$ cat src/rtl/uart_pkg.sv
// Shared UART definitions used by rx_uart and tx_uart.
// Contents:
//   - FSM state codes (IDLE, START, DATA, STOP, BREAK)
//   - frame geometry (DATA_BITS)
//   - default baud timing (DEFAULT_CLOCKS_PER_BAUD, DEFAULT_TIMER_BITS)
//   - maj3(): 2-of-3 majority vote used by the optional oversampled receiver
package uart_pkg;

  localparam logic [2:0] IDLE  = 3'd0;
  localparam logic [2:0] START = 3'd1;
  localparam logic [2:0] DATA  = 3'd2;
  localparam logic [2:0] STOP  = 3'd3;
  localparam logic [2:0] BREAK = 3'd4;

  localparam int DATA_BITS = 8;

  // 868 clocks per bit is 115200 baud from a 100 MHz clock.
  localparam int DEFAULT_CLOCKS_PER_BAUD = 868;
  localparam int DEFAULT_TIMER_BITS      = 32;

  function automatic logic maj3(input logic a, input logic b, input logic c);
    return (a & b) | (a & c) | (b & c);
  endfunction

endpackage

$ cat src/rtl/sync_2ff.sv
// Two-flop synchroniser for a single asynchronous input.
// Ports:
//   clk_i  - destination clock
//   rst_i  - synchronous active-high reset; both flops load RESET_VAL
//   d_i    - asynchronous input
//   q_o    - synchronised output (two clk_i cycles of latency)
// RESET_VAL lets the caller preload the inactive level of the line so that
// releasing reset does not create a spurious edge downstream.
module sync_2ff #(
  parameter logic RESET_VAL = 1'b1
) (
  input  logic clk_i,
  input  logic rst_i,
  input  logic d_i,
  output logic q_o
);

  logic [1:0] sync_q;

  always_ff @(posedge clk_i) begin
    if (rst_i) begin
      sync_q <= {2{RESET_VAL}};
    end else begin
      sync_q <= {sync_q[0], d_i};
    end
  end

  assign q_o = sync_q[1];

endmodule

$ cat src/rtl/rx_uart.sv
// UART receiver, 8N1 (1 start bit, 8 data bits LSB first, 1 stop bit,
// line idles high). Each good frame produces a one-cycle o_valid pulse
// with the byte on o_data; a low stop bit produces a one-cycle o_frame_err
// pulse and the receiver then waits for the line to return high.
// Ports:
//   clk          - system clock, all logic on posedge
//   i_reset      - synchronous active-high reset
//   uart_txd_in  - asynchronous serial line, idle high
//   o_data       - received byte, held between frames
//   o_valid      - one-cycle pulse per good frame
//   o_frame_err  - one-cycle pulse when the stop bit samples low
//   o_busy       - high whenever the receiver is not idle
// Build option:
//   RX_MAJORITY_EN - when defined, every bit decision is a 2-of-3 vote of
//   samples taken at timer = 1, timer = 0 and one cycle after expiry; the
//   decision (and state change) lands one cycle later. Needs
//   CLOCKS_PER_BAUD >= 8. Default build samples once at timer expiry.
module rx_uart
  import uart_pkg::*;
#(
  parameter int TIMER_BITS      = DEFAULT_TIMER_BITS,
  parameter int CLOCKS_PER_BAUD = DEFAULT_CLOCKS_PER_BAUD
) (
  input  logic                 clk,
  input  logic                 i_reset,
  input  logic                 uart_txd_in,
  output logic [DATA_BITS-1:0] o_data,
  output logic                 o_valid,
  output logic                 o_frame_err,
  output logic                 o_busy
);

  localparam logic [TIMER_BITS-1:0] HALF_RELOAD = TIMER_BITS'(CLOCKS_PER_BAUD / 2 - 1);
`ifdef RX_MAJORITY_EN
  // The decision cycle itself consumes one clock of the bit period.
  localparam logic [TIMER_BITS-1:0] BIT_RELOAD  = TIMER_BITS'(CLOCKS_PER_BAUD - 2);
`else
  localparam logic [TIMER_BITS-1:0] BIT_RELOAD  = TIMER_BITS'(CLOCKS_PER_BAUD - 1);
`endif
  localparam logic [2:0] LAST_BIT = 3'(DATA_BITS - 1);

  logic                  rx_s;
  logic                  rx_prev_q;
  logic [2:0]            state_q, state_d;
  logic [TIMER_BITS-1:0] timer_q, timer_d;
  logic [2:0]            bitcnt_q, bitcnt_d;
  logic [DATA_BITS-1:0]  shift_q, shift_d;
  logic [DATA_BITS-1:0]  data_q, data_d;
  logic                  valid_q, valid_d;
  logic                  ferr_q, ferr_d;
  logic                  timer_zero;
  logic                  fall;
  logic                  tick;
  logic                  bit_val;

  sync_2ff #(.RESET_VAL(1'b1)) u_sync (
    .clk_i (clk),
    .rst_i (i_reset),
    .d_i   (uart_txd_in),
    .q_o   (rx_s)
  );

  assign timer_zero = (timer_q == '0);
  assign fall       = rx_prev_q & ~rx_s;

`ifdef RX_MAJORITY_EN
  logic pend_q, pend_d;
  logic s1_q, s1_d;
  logic s0_q, s0_d;

  // pend_q marks the cycle after expiry, where the third sample is rx_s itself.
  assign tick    = pend_q;
  assign bit_val = maj3(s1_q, s0_q, rx_s);

  always_comb begin
    pend_d = timer_zero && !pend_q &&
             (state_q == START || state_q == DATA || state_q == STOP);
    s1_d   = (timer_q == TIMER_BITS'(1)) ? rx_s : s1_q;
    s0_d   = (timer_zero && !pend_q) ? rx_s : s0_q;
  end

  always_ff @(posedge clk) begin
    if (i_reset) begin
      pend_q <= 1'b0;
      s1_q   <= 1'b1;
      s0_q   <= 1'b1;
    end else begin
      pend_q <= pend_d;
      s1_q   <= s1_d;
      s0_q   <= s0_d;
    end
  end
`else
  assign tick    = timer_zero;
  assign bit_val = rx_s;
`endif

  // State register
  always_ff @(posedge clk) begin
    if (i_reset) begin
      state_q   <= IDLE;
      timer_q   <= '0;
      bitcnt_q  <= '0;
      shift_q   <= '0;
      rx_prev_q <= 1'b1;
      data_q    <= '0;
      valid_q   <= 1'b0;
      ferr_q    <= 1'b0;
    end else begin
      state_q   <= state_d;
      timer_q   <= timer_d;
      bitcnt_q  <= bitcnt_d;
      shift_q   <= shift_d;
      rx_prev_q <= rx_s;
      data_q    <= data_d;
      valid_q   <= valid_d;
      ferr_q    <= ferr_d;
    end
  end

  // Next-state logic
  always_comb begin
    state_d  = state_q;
    timer_d  = timer_zero ? timer_q : timer_q - TIMER_BITS'(1);
    bitcnt_d = bitcnt_q;
    shift_d  = shift_q;
    case (state_q)
      IDLE: begin
        if (fall) begin
          state_d = START;
          timer_d = HALF_RELOAD;
        end
      end
      START: begin
        if (tick) begin
          if (bit_val) begin
            state_d = IDLE;          // line back high at mid start bit: glitch
          end else begin
            state_d  = DATA;
            timer_d  = BIT_RELOAD;
            bitcnt_d = '0;
          end
        end
      end
      DATA: begin
        if (tick) begin
          shift_d  = {bit_val, shift_q[DATA_BITS-1:1]};
          timer_d  = BIT_RELOAD;
          bitcnt_d = bitcnt_q + 3'd1;
          if (bitcnt_q == LAST_BIT) begin
            state_d = STOP;
          end
        end
      end
      STOP: begin
        // Leaving at mid stop bit gives zero dead time before the next start edge.
        if (tick) begin
          state_d = bit_val ? IDLE : BREAK;
        end
      end
      BREAK: begin
        if (rx_s) begin
          state_d = IDLE;
        end
      end
      default: state_d = IDLE;
    endcase
  end

  // Output logic
  always_comb begin
    valid_d = 1'b0;
    ferr_d  = 1'b0;
    data_d  = data_q;
    if (state_q == STOP && tick) begin
      if (bit_val) begin
        valid_d = 1'b1;
        data_d  = shift_q;
      end else begin
        ferr_d = 1'b1;
      end
    end
  end

  assign o_data      = data_q;
  assign o_valid     = valid_q;
  assign o_frame_err = ferr_q;
  assign o_busy      = (state_q != IDLE);

endmodule

$ cat config.mk
export PLATFORM = sky130hd
export DESIGN_NAME = rx_uart
export DESIGN_NICKNAME = d
export VERILOG_FILES = /design/src/rtl/uart_pkg.sv /design/src/rtl/sync_2ff.sv /design/src/rtl/rx_uart.sv
export SDC_FILE = /design/constraint.sdc
export NUM_CORES = 1
export LEC_CHECK = 0
export BUFFER_PORTS_ARGS = -buffer_cell sky130_fd_sc_hd__buf_2
export CAP_MARGIN = 20
export CELL_PAD_IN_SITES_DETAIL_PLACEMENT = 0
export CELL_PAD_IN_SITES_GLOBAL_PLACEMENT = 1
export CORE_MARGIN = 2
export CORE_UTILIZATION = 49
export DETAILED_ROUTE_END_ITERATION = 16
export GPL_ROUTABILITY_DRIVEN = 1
export PLACE_DENSITY_LB_ADDON = 0.1
export SLEW_MARGIN = 20
export SYNTH_ARGS = -nofsm -noshare
export SYNTH_HDL_FRONTEND = slang
export SYNTH_SLANG_ARGS = --single-unit
export TNS_END_PERCENT = 50
$ cat constraint.sdc
create_clock -name clk -period 6.4 [get_ports clk]
set_input_delay 0.64 -clock clk [delete_from_list [all_inputs] [get_ports clk]]
set_output_delay 0.64 -clock clk [all_outputs]
set_load 0.1 [all_outputs]
# Word-level counts from Yosys, hierarchy flattened
# Index checks and enable logic that the tools add are counted.
[totals] register_bits=59 in_bits=3 out_inout_bits=11 wordCells=57
[classes] add_sub_neg=2 eq_ne=12 n_mux=21 bitwise=3 n_reduce_logical=10
[ops] operator="two-way mux 32 bit" n=5
[ops] operator="case mux 32 bit (3 select lines)" n=1
[ops] operator="zero test 32 bit" n=1
[ops] operator="subtractor 32 x 1 -> 32 bit (second input constant)" n=1
[ops] operator="two-way mux 3 bit" n=10
[ops] operator="case mux 3 bit (5 select lines)" n=1
[ops] operator="!= test 2 bit (second input constant)" n=6
[ops] operator="equality test 3 x 2 -> 1 bit (second input constant)" n=2
[ops] operator="equality test 3 bit (second input constant)" n=2
[ops] operator="case mux 3 bit (2 select lines)" n=1
[ops] operator="AND reduction 6 bit" n=1
[ops] operator="AND reduction 2 bit" n=2
[ops] operator="AND reduction 4 bit" n=1
[ops] operator="adder 3 x 1 -> 3 bit (second input constant)" n=1
[ops] operator="equality test 3 x 1 -> 1 bit (second input constant)" n=1
[ops] operator="zero test 3 bit" n=1
[ops] operator="nonzero test 3 bit" n=1
[ops] operator="two-way mux 1 bit" n=2
[ops] operator="two-way mux 2 bit" n=1
[ops] operator="!= test 2 x 1 -> 1 bit (second input constant)" n=1
[ops] operator="NOT 1 bit" n=2
[ops] operator="nonzero test 2 bit" n=1
[ops] operator="OR reduction 2 bit" n=1
[ops] operator="bitwise AND 1 bit" n=1
[ops] operator="logical AND 1 bit" n=1

# Logic depth before layout (Yosys ltp)
# Gate-level depths: netlist of run 1.
[depth] depth_word=5 ltp_mapped=14

# Hierarchy
# A second synthesis of run 1 with hierarchy kept.
[unflattened] cells_unflattened=319 area_unflattened_um2=2842.7
[by_module_without_submodules] module="rx_uart" n_inst=1 cells_each=315 area_per_inst_um2=2790.2
[by_module_without_submodules] module="sync_2ff" n_inst=1 cells_each=4 area_per_inst_um2=52.6

# Least setup slack after synthesis of run 1
# Ideal clock, no wire load.
[synth_path] path_kind="register to register" startpoint="register timer_q[0]" endpoint="register timer_q[0]" setup_time_ps=86 arrival_ps=3053 required_ps=6314 slack_ps=3261 stages_incl_launch_ff=14 n_path_buf=3 period_less_slack_ps=3139 cell_sequence="dfxtp_1 inv_1 ha_1 or3b_2 clkbuf_1 or3_1 buf_2 nor3_1 inv_1 clkbuf_1 ha_1 inv_1 o221a_2 a211oi_1"
[synth_between] elab_chain_len=5 elab_cells_between_ends=8 cone_classes="1 x add/sub; 6 x mux; 1 x reduce/logical"
[synth_lines] item="start, declared" line="rx_uart.sv:45" rtl="logic [TIMER_BITS-1:0] timer_q, timer_d;"
[synth_lines] item="start signal, assigned" line="rx_uart.sv:111" rtl="timer_q <= timer_d;"
[synth_lines] item="subtractor 32 x 1 -> 32 bit / zero test 32 bit (equally long branches)" line="rx_uart.sv:124, rx_uart.sv:63"
[synth_lines] item="two-way mux 32 bit" line="rx_uart.sv:124" rtl="timer_d = timer_zero ? timer_q : timer_q - TIMER_BITS'(1);"
[synth_lines] item="two-way mux 32 bit" line="rx_uart.sv:136" rtl="if (bit_val) begin"
[synth_lines] item="two-way mux 32 bit" line="rx_uart.sv:135" rtl="if (tick) begin"
[synth_lines] item="case mux 32 bit (3 select lines) *" line="rx_uart.sv:127" rtl="case (state_q)"
# Every way passes the cells marked *; elsewhere a longest branch is shown, timed or not.
# A chain may end at the register's enable or synchronous reset.

# Worst setup path after layout of run 1
# Same ends and word-level chain as after synthesis.

==> results.toml, run 1 <==
[synth]
synth_fp_nets = 346
synth_top_area_share_pct = 41.8
async_flop_share_pct = 0
synth_area_leaders = "dfxtp_1 (42%), nor2_1 (5.1%), a21oi_1 (4.4%), nand2_1 (4.0%), mux2i_1 (3.5%)"
synth_top_area_cell = "dfxtp_1"
syn_area_um2 = 2820
synthCells = 339
synth_seq_cells = 59
synth_cell_types = 44
ys_seq_area_share_pct = 41.8
avgSynthCellArea_um2 = 8.33
synthFlopType = "dfxtp_1"
synth_enable_flop_cells = 0
yosys_warnings = 0

[cells_and_area]
fin_util_pct = 56.4
drive_above_1_share_pct = 13.0
num_antenna_cells = 0
area_growth_pct = 10.7
fin_nets = 347
design_area_um2 = 3130

[outcome]
outcome = "complete, no violations"

[min_path]
whs_endpoint = "u_sync.sync_q[1]"
min_path_cells = 1
hp-class = "reg -> reg"
hp-start = "u_sync.sync_q[0]"

[global_routing]
grt_max_degree = 35
grt-ovfl-total = 0
grt_pass1_wl_mm = 10.4
antenna_found_initial = 0
grt_pass1_vias = 2187
grt_use_total_pct = 20.7

[clock_tree]
clockBufferDepth = 2
cts_setup_buffers = 0
h-tree-depth = 3
cts_tree = "built"
ctsResizeCount = 0
numCtsBuffers = 9
cts.sinks = 59
clk_latency_ns = 0.33
cts_root_buf = "clkbuf_8"
clk_pin_slew_ns = 0.07
cts_hold_buf = 0

[floorplanning]
dieWidth_um = 79.9
dieArea_um2 = 6390
start_util_pct = 51.0
core_area_um2 = 5540
io_pins = 14
die_y_um = 79.9
rows = 27

[routing]
postRouteAntennaNets = 0
vias = 2389
dr.max_layer_used = "met4"
viasPerCell = 5.73
drt-met1-wl_mm = 2.95
wl_mm = 6.00
drt_iter0_drc = 67
met2_length_mm = 2.80
drc = 0
wl_per_cell_um = 14.4
met3_length_um = 163
drt-pass1-iter-count = 4

[sta]
rsz0062_at_grt = "false"
setup_tns_ns = 0
fin_crit_sh_pct = 51.2
setup_viol = 0
timing.hold.ws_ns = 0.412
maxSlewHeadroom_pct = 42.8
finalHoldViolCount = 0
skew_ns = 0.00889
slew_violations = 0
finalCriticalPeriod_ns = 3.28
tightest_slew_ns = 0.858
fmax_ghz = 0.305

[pwr]
p_leak_nw = 1.20
power.density_nw_per_um2 = 610
ir_drop_uv = 270

[critical_path]
reg2reg_slack_ns = 3.12
end_kind = "flip-flop"
critPathLaunch = "timer_q[0]"
reg2reg_from = "timer_q[0]"
crit_fanout = 14
cp-start-kind = "flip-flop"
ff2ff_path_depth = 10
cp.arrival_ns = 3.53
crit_type = "reg -> reg"
r2r-end = "timer_q[0]"
crit_required_ns = 6.65

[placement]
portBuffers = 13
dpl.hpwl_mm = 4.09
gp_congestion = 0.800
place_area_um2 = 2890

[flow_run]
drv_cap = 0
## critical path: stages (launching register included)
cell,delay (ns)
dfxtp_1,0.33
inv_1,0.08
ha_1,0.19
or3b_2,0.53
or3_1,0.51
nor3_1,0.28
inv_1,0.30
ha_1,0.43
inv_1,0.07
o221a_2,0.28
a211oi_1,0.19
## Yosys cell counts (all sizes together) (7+ instances only)
library cell  instances
mux2i                10
or4                  10
inv                   8
o21ai                11
clkbuf               20
dfxtp                59
nor4                 13
nand2                30
or3                  12
nand3                 7
a21oi                25
a211oi                7
nor3                 11
xor2                  9
nor2                 38
## cells in the final DEF, fill, tap and decap left out, drive strengths merged, types with 2 or more instances in the layout
cell,synthesis,final
clkinvlp,0,2
nand4,5,5
a31o,2,2
a31oi,4,4
or4,10,10
buf,5,15
clkbuf,20,10
ha,4,4
bufinv,0,2
nand3b,2,2
and3,2,2
nand2b,4,4
dfxtp,59,59
or3b,2,2
a21oi,25,25
o41ai,3,3
nor2,38,38
mux2i,10,10
nor4,13,13
inv,8,8
nor3,11,11
xor2,9,9
a22oi,2,2
nand3,7,7
nand2,30,30
or2,4,4
nand4b,3,3
o21ai,11,11
o31ai,5,5
o311ai,2,2
xnor2,4,4
or3,12,12
clkinv,0,2
o211ai,3,3
a211oi,7,7
a311oi,3,3
## cell families after synthesis
| logic type | after synthesis | share of synthesized area (%) |
|---|---|---|
| mux | 10 | 3.54 |
| flops | 59 | 41.8 |
| buf+inv | 33 | 4.61 |
| xor+xnor | 13 | 4.03 |
| compound gates | 73 | 17.0 |
| fa+ha+maj | 4 | 1.77 |
| simple gates | 147 | 27.2 |
## where the power goes
group	switching, mW	internal, mW	total (mW)
Clock	0.152	0.230	0.381
Combinational	0.653	0.332	0.985
Sequential	0.0857	0.454	0.540
## layer usage
layer / GRT usage (%) / vias to the layer above
met5: 0 / -
met4: 7.80 / 0
met3: 4.07 / 8
li1: - / 1244
met2: 32.8 / 29
met1: 27.9 / 1108
## flip-flops by register name, summed over array words and instances, names as in the netlist
signal         flops
o_data             8
rx_prev_q          1
timer_q           32
state_q            3
u_sync.sync_q      2
o_frame_err        1
shift_q            8
bitcnt_q           3
o_valid            1
## final cells by class
type	instances	area (µm²)
Multi-Input combinational cell	247	1520
Inverter	8	30.0
Tap cell	72	90.1
Fill cell	533	2410
Sequential cell	59	1180
Clock buffer	10	138
Timing Repair Buffer	15	80.1
Clock inverter	6	88.8
## how the worst max path moves through the flow
stage / end / slack [ns] / cells after the start
final: timer_q[0] / 3.12 / 10
after CTS: timer_q[0] / 3.15 / 10
after global routing: timer_q[0] / 2.88 / 10
after floorplan: timer_q[0] / 3.26 / 13
after detailed placement: timer_q[0] / 3.17 / 10
after global placement: timer_q[0] / 3.20 / 10
## per-stage QoR
stage | cells | setup slack [ns] | total power, mW
after global routing | 417 | 2.88 | 2.08
after CTS | 417 | 3.15 | 1.90
after global placement | 401 | 3.20 | 1.51
final | 417 | 3.12 | 1.91
after floorplan | 339 | 3.26 | 1.34
after detailed placement | 401 | 3.17 | 1.51
Power figures use the tool's default switching activity.
==> run 2, diff against run 1 <==
Settings changed: CORE_UTILIZATION 49 to 41.
Clock period 6.4 ns to 3 ns, I/O delays scaled along.
==> run 2 against run 1 <==
Global-route usage shrank 2.5 points. Die area grew 18%. Core utilization shrank 8.9 points. Worst hold slack lost 0.28 ns. First-iteration DRC count grew 15%. Critical path depth is the same. Clock power grew 100%. Critical endpoint unchanged. Largest power group unchanged.
==> results.toml, run 2 (synthesis results as in run 1) <==
[floorplanning]
die_y_um = 87.0
dieWidth_um = 87.0
start_util_pct = 42.0
rows = 30
dieArea_um2 = 7570
core_area_um2 = 6720
io_pins = 14

[placement]
portBuffers = 13
gp_congestion = 0.753
dpl.hpwl_mm = 4.40
place_area_um2 = 2980

[global_routing]
grt_max_degree = 35
grt_use_total_pct = 18.3
grt_pass1_vias = 2338
grt-ovfl-total = 0
grt_pass1_wl_mm = 10.9
antenna_found_initial = 0

[routing]
vias = 2453
drt_iter0_drc = 77
drc = 0
postRouteAntennaNets = 0
wl_per_cell_um = 14.6
viasPerCell = 5.67
drt-pass1-iter-count = 4
wl_mm = 6.32

[cells_and_area]
final_cell_mix = "dfxtp_1 (59), nor2_1 (38), nand2_1 (30)"
fin_nets = 355
nFillCells = 676
regMostFlops = "timer_q"
design_area_um2 = 3190
layout_commonest_cell = "dfxtp_1"
drive_above_1_share_pct = 15.3
area_growth_pct = 13.1
largest_register_ffs = 32
num_antenna_cells = 0

[sta]
fin_crit_sh_pct = 91.3
fmax_ghz = 0.365
timing.hold.ws_ns = 0.136
tightest_slew_ns = 0.667
slew_violations = 0
finalHoldViolCount = 0
rsz0062_at_grt = "false"
skew_ns = 0.00973
finalCriticalPeriod_ns = 2.74
setup_tns_ns = 0
maxSlewHeadroom_pct = 55.2
setup_viol = 0

[flow_run]
drv_cap = 0

[critical_path]
reg2reg_from = "timer_q[0]"
crit_fanout = 8
cp-start-kind = "flip-flop"
end_kind = "flip-flop"
reg2reg_slack_ns = 0.26
cp.arrival_ns = 3.00
r2r-end = "timer_q[0]"
ff2ff_path_depth = 10
crit_type = "reg -> reg"
crit_required_ns = 3.26

[min_path]
whs_endpoint = "u_sync.sync_q[0]"
min_path_cells = 2
hp-class = "in -> reg"
hp-start = "uart_txd_in"

[pwr]
power.density_nw_per_um2 = 1320
power_frac_comb_pct = 54.8
p_sw_mw = 2.02
p_leak_nw = 1.24
switching_share_pct = 47.7
seqPwrFrac_pct = 27.2
p_int_mw = 2.21
ir_drop_uv = 514
p_clk_share_pct = 18.0

[clock_tree]
cts_setup_buffers = 0
cts_tree = "built"
cts_hold_buf = 0
cts_root_buf = "clkbuf_8"
cts.sinks = 59
clk_latency_ns = 0.34
numCtsBuffers = 9
clk_pin_slew_ns = 0.08
h-tree-depth = 3
clockBufferDepth = 2

[outcome]
outcome = "complete, no violations"
## run 2: how the worst max path moves through the flow
stage	from	to	slack, ns	cells past startpoint
2_1_floorplan	timer_q[0]	timer_q[0]	0.003	13
6_report	timer_q[0]	timer_q[0]	0.26	10
3_3_place_gp	timer_q[0]	timer_q[0]	0.25	10
5_1_grt	timer_q[0]	timer_q[0]	0.04	10
4_1_cts	timer_q[0]	timer_q[0]	0.17	10
3_5_place_dp	timer_q[0]	timer_q[0]	0.19	10
## run 2: per-layer routing
metal | global-route usage (%) | routed length, µm
met5 | 0 | 0
met4 | 4.83 | 61
met3 | 5.78 | 264
met2 | 30.7 | 2980
met1 | 22.6 | 3010
## run 2: what timing repair did
action	CTS	global route
resized for setup	0	1
setup endpoints to repair	0	1
endpoints found under the hold margin	0	0
## run 2: area by class of cell
type	instances	area, µm²	area share [%]
sequential	59	1180	37.0
clock inverter	7	83.8	2.62
timing repair buffer	23	153	4.78
clock buffer	9	124	3.88
tap	80	100	3.13
inverter	8	30.0	0.940
multi-input combinational	247	1520	47.7
## run 2: per-stage QoR
stage,worst slack [ns],std cells,power [mW],utilization [%]
finish,0.261,433,4.23,47.5
CTS,0.166,433,4.23,47.5
detailed placement,0.187,417,3.44,44.4
floorplan,0.00337,339,2.89,-
global route,0.0427,433,4.63,47.5
global placement,0.247,417,3.45,44.4
## run 2: worst max-delay path: stages (launching register included)
cell	delay, ns
dfxtp_1	0.34
inv_1	0.08
ha_1	0.18
or3b_2	0.47
or3_4	0.44
nor3_2	0.21
inv_1	0.09
ha_1	0.33
inv_1	0.07
o221a_2	0.28
a211oi_1	0.17
## run 2: power groups by stage
stage	Clock, mW	Combinational (mW)	Sequential, mW
3_5_place_dp	0	2.28	1.17
3_3_place_gp	0	2.28	1.17
2_1_floorplan	0	1.78	1.11
6_report	0.762	2.32	1.15
5_1_grt	0.822	2.62	1.19
4_1_cts	0.782	2.30	1.15
